[src/rtl/lcb_pkg.sv]
// Shared constants and state encoding for the LCB write-side buffer arbiter.
// A bank holds 2^AW words; each of the four channels owns one quarter of it.
package lcb_pkg;

   localparam int DW     = 12;
   localparam int AW     = 10;
   localparam int NCH    = 4;
   localparam int CW     = AW - 1;            // per-channel count width, holds 0..REGION
   localparam int REGION = 1 << (AW - 2);
   localparam logic [DW-1:0] FILL = 12'hFFF;

   typedef logic [0:0] lcbState;
   localparam lcbState CLEAR = 1'b0;
   localparam lcbState RUN   = 1'b1;

endpackage

[src/rtl/lcb_buf_arbiter_rr_arb4.sv]
// Four-request round-robin arbiter: combinational grant of the first request
// at or after the pointer, pointer moves past the winner on every grant.
module rr_arb4 (
   input  logic       clk,
   input  logic       reset,
   input  logic [3:0] iReq,
   output logic [3:0] oGnt,
   output logic [1:0] oGntIdx,
   output logic       oGntValid
);

   logic [1:0] ptr;
   logic [1:0] idx;

   // Scan from the farthest offset down so the nearest request wins last.
   always_comb begin
      oGntIdx   = ptr;
      oGntValid = 1'b0;
      idx       = '0;
      for (int k = 3; k >= 0; k--) begin
         idx = ptr + 2'(k);
         if (iReq[idx]) begin
            oGntIdx   = idx;
            oGntValid = 1'b1;
         end
      end
      oGnt = oGntValid ? (4'b0001 << oGntIdx) : 4'b0000;
   end

   always_ff @(posedge clk or negedge reset) begin
      if (!reset) begin
         ptr <= '0;
      end else if (oGntValid) begin
         ptr <= oGntIdx + 2'd1;
      end
   end

endmodule

[src/rtl/lcb_buf_arbiter.sv]
// Collects words from four LCB channels and schedules them onto the single
// ping-pong memory write port, pre-filling the write bank after each toggle.
module lcb_buf_arbiter
   import lcb_pkg::*;
(
   input  logic                clk,
   input  logic                reset,
   input  logic                iSwitch,
   input  logic [NCH-1:0]      iValid,
   input  logic [NCH*DW-1:0]   iData,
   output logic [NCH-1:0]      oReady,
   output logic                oWrEn,
   output logic                oWrBank,
   output logic [AW-1:0]       oWrAddr,
   output logic [DW-1:0]       oWrData,
   output logic [NCH*CW-1:0]   oFillCnt,
   output logic [NCH-1:0]      oOvf,
   input  logic                iClrOvf
);

   logic            swD;
   logic            toggle;
   lcbState         state;
   lcbState         stateNext;
   logic [AW-1:0]   clrAddr;
   logic [NCH-1:0]  full;
   logic [NCH-1:0]  fullNext;
   logic [NCH-1:0]  gnt;
   logic [NCH-1:0]  cntSat;
   logic [1:0]      gntIdx;
   logic            gntValid;
   logic [DW-1:0]   holdData [NCH];
   logic [CW-1:0]   cnt [NCH];

   assign toggle    = iSwitch ^ swD;
   assign stateNext = toggle ? CLEAR
                    : ((state == CLEAR) && (clrAddr == '1)) ? RUN : state;

   rr_arb4 uArb (
      .clk       (clk),
      .reset     (reset),
      .iReq      (full & {NCH{state == RUN}}),
      .oGnt      (gnt),
      .oGntIdx   (gntIdx),
      .oGntValid (gntValid)
   );

   for (genvar gi = 0; gi < NCH; gi++) begin : gCh
      logic          accept;
      logic          fullR;
      logic          ovfR;
      logic [DW-1:0] holdR;
      logic [CW-1:0] cntR;

      assign accept       = iValid[gi] & oReady[gi];
      assign fullNext[gi] = accept | (fullR & ~gnt[gi]);
      assign cntSat[gi]   = (cntR == CW'(REGION));
      assign full[gi]     = fullR;
      assign holdData[gi] = holdR;
      assign cnt[gi]      = cntR;
      assign oOvf[gi]     = ovfR;

      // A grant coinciding with a toggle still empties the hold register,
      // but the word is neither written nor counted.
      always_ff @(posedge clk or negedge reset) begin
         if (!reset) begin
            fullR <= 1'b0;
            holdR <= '0;
            cntR  <= '0;
            ovfR  <= 1'b0;
         end else begin
            fullR <= fullNext[gi];
            if (accept) holdR <= iData[gi*DW +: DW];
            if (toggle)
               cntR <= '0;
            else if (gnt[gi] && !cntSat[gi])
               cntR <= cntR + 1'b1;
            ovfR <= (ovfR & ~iClrOvf) | (gnt[gi] & ~toggle & cntSat[gi]);
         end
      end
   end

   always_ff @(posedge clk or negedge reset) begin
      if (!reset) begin
         swD      <= 1'b0;
         state    <= CLEAR;
         clrAddr  <= '0;
         oReady   <= '0;
         oWrEn    <= 1'b0;
         oWrBank  <= 1'b0;
         oWrAddr  <= '0;
         oWrData  <= '0;
         oFillCnt <= '0;
      end else begin
         swD    <= iSwitch;
         state  <= stateNext;
         oReady <= {NCH{stateNext == RUN}} & ~fullNext;
         oWrEn  <= 1'b0;
         if (toggle) begin
            oWrBank <= ~iSwitch;
            clrAddr <= '0;
            for (int n = 0; n < NCH; n++) oFillCnt[n*CW +: CW] <= cnt[n];
         end else if (state == CLEAR) begin
            oWrEn   <= 1'b1;
            oWrAddr <= clrAddr;
            oWrData <= FILL;
            clrAddr <= clrAddr + 1'b1;
         end else if (gntValid && !cntSat[gntIdx]) begin
            oWrEn   <= 1'b1;
            oWrAddr <= {gntIdx, cnt[gntIdx][CW-2:0]};
            oWrData <= holdData[gntIdx];
         end
      end
   end

endmodule

[config.mk]
export PLATFORM = sky130hd
export DESIGN_NAME = lcb_buf_arbiter
export DESIGN_NICKNAME = d
export VERILOG_FILES = /design/src/rtl/lcb_pkg.sv /design/src/rtl/lcb_buf_arbiter_rr_arb4.sv /design/src/rtl/lcb_buf_arbiter.sv
export SDC_FILE = /design/constraint.sdc
export NUM_CORES = 1
export LEC_CHECK = 0
export ABC_AREA = 1
export CORE_MARGIN = 8
export CORE_UTILIZATION = 25
export CTS_CLUSTER_SIZE = 10
export DETAILED_ROUTE_END_ITERATION = 12
export GPL_ROUTABILITY_DRIVEN = 1
export GPL_TIMING_DRIVEN = 0
export PLACE_DENSITY = 0.52
export SLEW_MARGIN = 20
export SYNTH_ARGS = -nofsm -noshare
export SYNTH_HDL_FRONTEND = slang
export SYNTH_SLANG_ARGS = --single-unit
[constraint.sdc]
create_clock -name clk -period 6.6 [get_ports clk]
set_input_delay 0.66 -clock clk [delete_from_list [all_inputs] [get_ports clk]]
set_output_delay 0.66 -clock clk [all_outputs]
set_load 0.005 [all_outputs]
== Word level (Yosys, flattened, before mapping) ==
Index checks and enable logic that the tools add are counted.
Operators by class
  add/subtract/negate cells: 9
  order comparisons: 6
  equal/unequal tests: 7
  shift operators: 1
  multiplexer cells: 44
  bitwise operators: 41
  reductions and logical operators: 16
Operators with widths (count)
  two-way mux 9 bit: 8
  two-way mux 12 bit: 4
  two-way mux 10 bit: 4
  adder 9 x 1 -> 9 bit (second input constant): 4
  == test 9 bit (second input constant): 4
  binary-select mux 12 bit (select 2 bit): 1
  bitwise AND 1 bit: 20
  binary-select mux 9 bit (select 2 bit): 1
  two-way mux 8 bit: 2
  < comparator 2 x 3 -> 1 bit (second input constant): 5
  two-way mux 1 bit: 14
  adder 10 x 1 -> 10 bit (second input constant): 1
  binary-select mux 1 bit (select 2 bit): 5
  == test 10 bit (second input constant): 1
  bitwise AND 4 bit: 2
  two-way mux 2 bit: 4
  inverter 1 bit: 8
  OR 1 bit: 8
  nonzero test 2 bit: 4
  logical AND 1 bit: 6
  logical NOT 1 bit: 5
  adder 2 x 1 -> 2 bit (second input constant): 2
  adder 2 bit (second input constant): 2
  two-way mux 4 bit: 1
  other kinds (8): 8
Word-level totals
  register bits after elaboration: 170
  word-level logic and storage cells: 150

== Logic depth before layout (Yosys ltp) ==
  depth after elaboration: 14
  gate-level depth with buffers: 22
  mapped depth without buffers: 20

== Cells and area by module ==
Synthesis repeated with hierarchy kept, for this count alone.
Second synthesis, totals
  cells, all modules: 944
  area, all modules: 8209.1 µm²
Modules (own cells, without submodules)
  lcb_buf_arbiter: times used 1, cells each 873, area each 7790.0 µm²
  rr_arb4: times used 1, cells each 71, area each 419.2 µm²

== Worst setup path after synthesis ==
Ideal clock, no wire load.
  kind: reg2reg
  from: reg uArb.ptr[0]
  to: reg gCh[1].cntR[5]
  library setup time: 0.136 ns
  arrival: 1.962 ns
  setup slack: 4.503 ns
  stages on the path, launching flop included: 18
  path buffers: 2
  cells stage by stage: dfrtp_1 buf_4 inv_4 nand2_1 nand2_1 inv_1 nand2_1 and2_4 nand2_2 nand2_2 nand2_4 nand2_4 buf_6 nand2_1 nor2_2 nand2_1 nor3_1 nor3_1
On the way
  cells in the longest elaborated chain, start to end: 11
  elaborated cells between the ends (all ways): 23
Ends and longest elaborated chain
  from (decl): line lcb_buf_arbiter_rr_arb4.sv:12  | logic [1:0] ptr;
  from (signal assigned): line lcb_buf_arbiter_rr_arb4.sv:34  | ptr <= oGntIdx + 2'd1;
  adder 2 bit: line lcb_buf_arbiter_rr_arb4.sv:21  | idx = ptr + 2'(k);
  binary-select mux 1 bit (select 2 bit): line lcb_buf_arbiter_rr_arb4.sv:22  | if (iReq[idx]) begin
  two-way mux 1 bit (implied by the code): line lcb_buf_arbiter_rr_arb4.sv:22
  two-way mux 2 bit (4 in a row): line lcb_buf_arbiter_rr_arb4.sv:22
  left shift 1 x 2 -> 4 bit: line lcb_buf_arbiter_rr_arb4.sv:27  | oGnt = oGntValid ? (4'b0001 << oGntIdx) : 4'b0000;
  two-way mux 4 bit *: line lcb_buf_arbiter_rr_arb4.sv:27
  logical AND 1 bit *: line lcb_buf_arbiter.sv:76  | else if (gnt[gi] && !cntSat[gi])
  nonzero test 2 bit (no source line) *
  to (signal assigned): line lcb_buf_arbiter.sv:77  | cntR <= cntR + 1'b1;
  to (decl): line lcb_buf_arbiter.sv:53  | logic [CW-1:0] cntR;
Mark *: on every way between the ends. The rest lies on a longest branch, timed or not. The select of a mux whose other input is x is not followed.
A chain may end at the register's enable or synchronous reset.

== Final worst setup path ==
  from: in iSwitch
  to: reg clrAddr[9]
On the way
  cells in the longest elaborated chain, start to end: 2
  elaborated cells between the ends (all ways): 3
Ends and longest elaborated chain
  from (decl): line lcb_buf_arbiter.sv:8  | input logic iSwitch,
  bitwise XOR 1 bit *: line lcb_buf_arbiter.sv:35  | assign toggle = iSwitch ^ swD;
  inequality test 2 bit (no source line) or two-way mux 10 bit (tied branches)
  to (signal assigned): line lcb_buf_arbiter.sv:107  | clrAddr <= clrAddr + 1'b1;
  to (decl): line lcb_buf_arbiter.sv:25  | logic [AW-1:0] clrAddr;
Mark *: on every way between the ends. The rest lies on a longest branch, timed or not.

==> out/metrics.csv <==
metric,value,unit
status,completed,
fin_worst_skew,0.0120,ns
slew_viol_final,0,
cts_max_path_buffers,2,
path_max_fanout,10,
critPathArrivalTime,3.42,ns
fillers,3429,
syn-num-nets,1034,
die_h,197,um
cp.required,6.92,ns
drive_gt1_share,9.95,%
drtAntennaViolNets,0,
postCtsResizedCells,0,
finalSetupViolCount,0,
register_area,4250,um^2
synth_seq_cells,170,
tightest_slew,0.749,ns
hold_buffers,0,
reg2reg_to,clrAddr[9]$_DFFE_PN0P_,
maxSlewHeadroom,49.6,%
clock_latency,0.43,ns
wl,24500,um
io_pins,124,
antenna_found_initial,0,
dp.cells,1536,
grt_max_degree,63,
synth_cell_type_count,38,
port_buffers,123,
start_util,25.3,%
syn_area_per_cell,8.45,um^2
wire_per_inst,15.6,um
core.rowCount,66,
power.density,293,nW/um^2
total_power,0.00312,W
htreeDepth,4,
stdcell_count,1568,
final_cell_mix,"nand2_1 (272), dfrtp_1 (170), clkdlybuf4s50_1 (122)",
hold_violations,0,
fmax,322,MHz
period_minus_slack,3.10,ns
post-route-period-util,47.0,%
cts.sink_count,170,
grt_pass1_wl,39000,um
layout.nets,1178,
ys_seq_area_share,51.9,%
critPathCapture,clrAddr[9]$_DFFE_PN0P_,
num_antenna_cells,0,
area_delta_synth_final,29.8,%
end_kind,flop,
drtIter0Drc,434,
worstSetupPathType,in2reg,
critPathLaunch,iSwitch,
first_global_vias,6834,
hp-class,in2async,
vias,6940,
yosysWarnings,0,
clk_pin_slew,0.07,ns
cts_made_buffers,17,
setup_slack,3.50,ns
final_common_cell,nand2_1,
syn_area,8190,um^2
p_leak,4.89,nW
rsz0062_at_grt,no,
postSynthCellCount,969,
viasPerCell,4.43,
start_kind,input port,
ir_drop,0.177,mV
detailedPlace.worstSlack,3.01,ns
grt.overflow.total,0,
hpwl,18900,um
die_x,197,um
max_cap_violations,0,
multi_input_area,3350,um^2
rr_startpoint,swD$_DFF_PN0_,
r2r_slack,3.85,ns
die_area,38800,um^2
cts_root_buf,clkbuf_16,
drt-pass1-iter-count,5,
core,32400,um^2
cts_tree,built,
grt_util_all_layers,12.7,%
tns,0,ns
drc,0,
place_congestion,0.810,
r2r_cells,8,
cts_setup_buffers,0,
area by class of cell:
cell class	count	share of cell area, %
sequential	170	40.0
buffer	45	2.16
inverter	96	3.41
multi-input combinational	658	31.5
timing repair buffer	125	12.1
clock buffer	17	4.00
tap	442	5.20
clock inverter	15	1.62
logic make-up after synthesis:
group,count (synthesis),synth area share (%)
AOI/OAI and AO/OA,140,9.12
muxes,35,4.81
xor gates and xnor gates,6,0.641
and+or+nand+nor,468,24.9
DFF,170,51.9
adders and majority gates,9,1.37
buffers and inverters,141,7.24
worst min path at each step:
stage                                     from                    endpoint  slack [ns]  cells after the start
floorplan                                reset      clrAddr[0]$_DFFE_PN0P_        0.36                      0
global placement    gCh[3].cntR[8]$_DFFE_PN0P_  gCh[3].cntR[8]$_DFFE_PN0P_        0.45                      1
detailed placement      oWrAddr[5]$_DFFE_PN0P_      oWrAddr[5]$_DFFE_PN0P_        0.46                      2
CTS                                      reset    oFillCnt[15]$_DFFE_PN0N_        0.15                      1
global route                             reset    oFillCnt[15]$_DFFE_PN0N_        0.16                      1
finish                                   reset    oFillCnt[15]$_DFFE_PN0N_        0.14                      1
cells in the mapped netlist:
cell	count	area [um^2]
xor2_1	6	52.6
buf_6	4	45.0
buf_2	7	35.0
nor2_1	52	195
or2_2	1	6.26
buf_1	3	11.3
inv_4	1	6.26
nand3_1	80	400
mux2_2	35	394
a211oi_1	1	7.51
ha_1	9	113
o211ai_1	14	105
o22ai_1	2	12.5
nor2_4	2	22.5
o32ai_1	1	8.76
nor3_1	25	125
nand2_4	3	33.8
nor3_2	1	10.0
nor2_2	3	18.8
buf_4	6	45.0
nor4_1	6	37.5
and2_4	1	8.76
nand4_2	1	12.5
o21ai_1	2	10.0
inv_2	3	11.3
clkinv_1	2	7.51
nor3b_1	1	7.51
dfrtp_1	170	4250
clkbuf_1	25	93.8
nand2_2	7	43.8
o21ai_0	77	385
nand3_4	1	17.5
a21oi_1	41	205
nand3_2	1	10.0
nand2_1	272	1020
nand4_1	11	68.8
a31oi_1	2	12.5
inv_1	90	338
critical path, stage by stage:
cell             delay, ns
clkdlybuf4s50_1       0.44
or2_2                 0.31
nand2_1               0.30
clkinv_1              0.51
clkbuf_1              0.47
clkbuf_1              0.44
o211ai_1              0.22
inv_1                 0.06
layer usage:
| layer | track usage, % | up-vias | part of all wire, % |
|---|---|---|---|
| met5 | 0 | - | 0 |
| met3 | 2.62 | 22 | 4.0 |
| met4 | 3.65 | 0 | 1.6 |
| met2 | 20.6 | 141 | 47 |
| li1 | - | 3461 | - |
| met1 | 17.0 | 3316 | 47 |
flip-flops by register name, indices dropped and copies added, names as in the netlist:
name and flops:
gCh.holdR 48, gCh.cntR 36, oFillCnt 36, oWrData 12, clrAddr 10, oWrAddr 10, gCh.fullR 4, gCh.ovfR 4
oReady 4, uArb.ptr 2, oWrBank 1, oWrEn 1, state 1, swD 1
power by group:
part	switching [W]	leakage, nW	internal (W)
Sequential	0.0000523	2.24	0.00113
Clock	0.000483	0.292	0.000543
Combinational	0.000616	2.35	0.000297
per-stage QoR:
stage	util, %	hold slack, ns	instance area (um^2)
2_1_floorplan	-	0.364	8190
3_3_place_gp	30.8	0.451	9980
3_5_place_dp	31.0	0.459	10000
4_1_cts	32.9	0.148	10600
5_1_grt	32.9	0.157	10600
6_report	32.9	0.135	10600
Note: power is estimated with default switching activity, not from simulation.
==> RTL change, RTL diff (same flow settings) <==
Make the reset (`reset`) synchronous in 3 clocked blocks.
--- a/src/rtl/lcb_buf_arbiter_rr_arb4.sv
+++ b/src/rtl/lcb_buf_arbiter_rr_arb4.sv
@@ -29,3 +29,3 @@
 
-   always_ff @(posedge clk or negedge reset) begin
+   always_ff @(posedge clk) begin
       if (!reset) begin
--- a/src/rtl/lcb_buf_arbiter.sv
+++ b/src/rtl/lcb_buf_arbiter.sv
@@ -64,3 +64,3 @@
       // but the word is neither written nor counted.
-      always_ff @(posedge clk or negedge reset) begin
+      always_ff @(posedge clk) begin
          if (!reset) begin
@@ -82,3 +82,3 @@
 
-   always_ff @(posedge clk or negedge reset) begin
+   always_ff @(posedge clk) begin
       if (!reset) begin
Formal check against the unedited RTL: differs if reset is asserted again (counterexample within 4 cycles, from zero or initial values and one cycle with reset low); with reset held inactive, the same outputs for 10 cycles.
==> RTL change against the original RTL <==
Global-route usage increased by 2.0 points. Sequential cell count is the same. Worst setup slack improved by 0.61 ns. Wire length increased by 11%. Design area shrank 4.0%. Fmax increased by 24%. Area after synthesis is 4.3% lower. Largest cell class is now multi-input gates. Highest routed layer unchanged.
Power is not compared: it rests on default switching activity, and its combinational part moved more than twofold at a synthesized area within 25%.
==> RTL change: results <==
export IMPL_outcome="finished clean"
export IMPL_async_flop_share_pct=0
export IMPL_globalplace_congestion=0.8433
export IMPL_hold_ws_ns=0.4572
export IMPL_dp_hpwl_mm=20.77
export IMPL_fillers=3424
export IMPL_layout_nets=1326
export IMPL_min_path_cells=2
export IMPL_grt_util_met1_pct=19.73
export IMPL_critPathMaxFanout=10
export IMPL_vias_per_cell=4.564
export IMPL_grt_pass1_wl_mm=41.76
export IMPL_postSynthCellCount=1119
export IMPL_drive_gt1_share_pct=6.593
export IMPL_cp_startpoint="uArb.ptr[0]"
export IMPL_grt_use_met3_pct=3.813
export IMPL_routedWlPerCell_um=16.23
export IMPL_tightestPinTransition_ns=0.6790
export IMPL_dr_pass1_iters=5
export IMPL_pre_cts_ws_ns=3.719
export IMPL_crit_family="simple AND/OR/NAND/NOR gates"
export IMPL_critPathCapture="oWrAddr[5]"
export IMPL_grt_max_degree=17
export IMPL_root_buffer="clkbuf_16"
export IMPL_worstPathArrival_ns=2.83
export IMPL_leakagePower_uw=0.003937
export IMPL_cp_slowest_cell="clkbuf_1"
export IMPL_placed_area_um2=9578
export IMPL_grt_total_usage_pct=14.77
export IMPL_dp_cells=1644
export IMPL_min_path_type="flip-flop to flip-flop"
export IMPL_hold_start="gCh[1].holdR[11]"
export IMPL_synth_nets=1184
export IMPL_insertion_delay_ns=0.44
export IMPL_synthTopCellsByCount="nand2_1 (189), dfxtp_1 (170), nor2_1 (170)"
export IMPL_synth_compound_area_share_pct=16.06
export IMPL_synth_xor_area_share_pct=0.7816
export IMPL_ir_drop_mv=0.1835
export IMPL_port_buffers=123
export IMPL_yosys_top_cells_area="dfxtp_1 (43%), nand2_1 (9.0%), nor2_1 (8.1%)"
export IMPL_synth_top_area_share_pct=43.39
export IMPL_max_freq_mhz=400.9
export IMPL_skew_ns=0.009654
export IMPL_rrSetupSlack_ns=4.11
export IMPL_clkTransAtPathRegs_ns=0.07
export IMPL_cts_made_buffers=17
export IMPL_synthAdderAreaFrac_pct=1.436
export IMPL_rr_worst_depth=15
export IMPL_muxShareOfSynthArea_pct=0
export IMPL_seq_area_frac_synth_pct=43.39
export IMPL_grt_antenna_before_repair=0
export IMPL_critPathMaxStageDelay_ns=0.40
export IMPL_drt_iter0_drc=696
export IMPL_grt_use_met2_pct=23.20
export IMPL_grt_pass1_vias=7395
export IMPL_vias=7654
## RTL change: cell count changes in the layout (fill, tap and decap cells not counted), sizes merged, moves of 35 or more
cell / delta
o21ai: +44
nand2: -81
dfxtp: +170
nor2: +119
dfrtp: -170
mux2: -35
a21oi: +82
## RTL change: layer usage
metal  vias up  part of all wire (%)
met3        32                   6.3
met5         -                     0
li1       3918                     -
met1      3480                    48
met4         0                   1.8
met2       224                    44
## RTL change: area by class of cell
type	instances	area, um2	share of cell area (%)
sequential	170	3403	33.34
tap	402	503.0	4.927
inverter	116	435.4	4.265
antenna	1	2.502	0.02451
clock buffer	21	470.5	4.608
multi-input combinational	773	3681	36.06
clock inverter	11	157.7	1.544
buffer	60	324.1	3.174
timing repair buffer	123	1231	12.06
## RTL change: where the power goes
group | leakage, uW | switching, uW | internal (uW) | total, uW
clock | 0.000301 | 445 | 632 | 1080
sequential | 0.00138 | 17.1 | 1050 | 1070
combinational | 0.00225 | 90.1 | 97.3 | 187
total | 0.00394 | 553 | 1780 | 2340
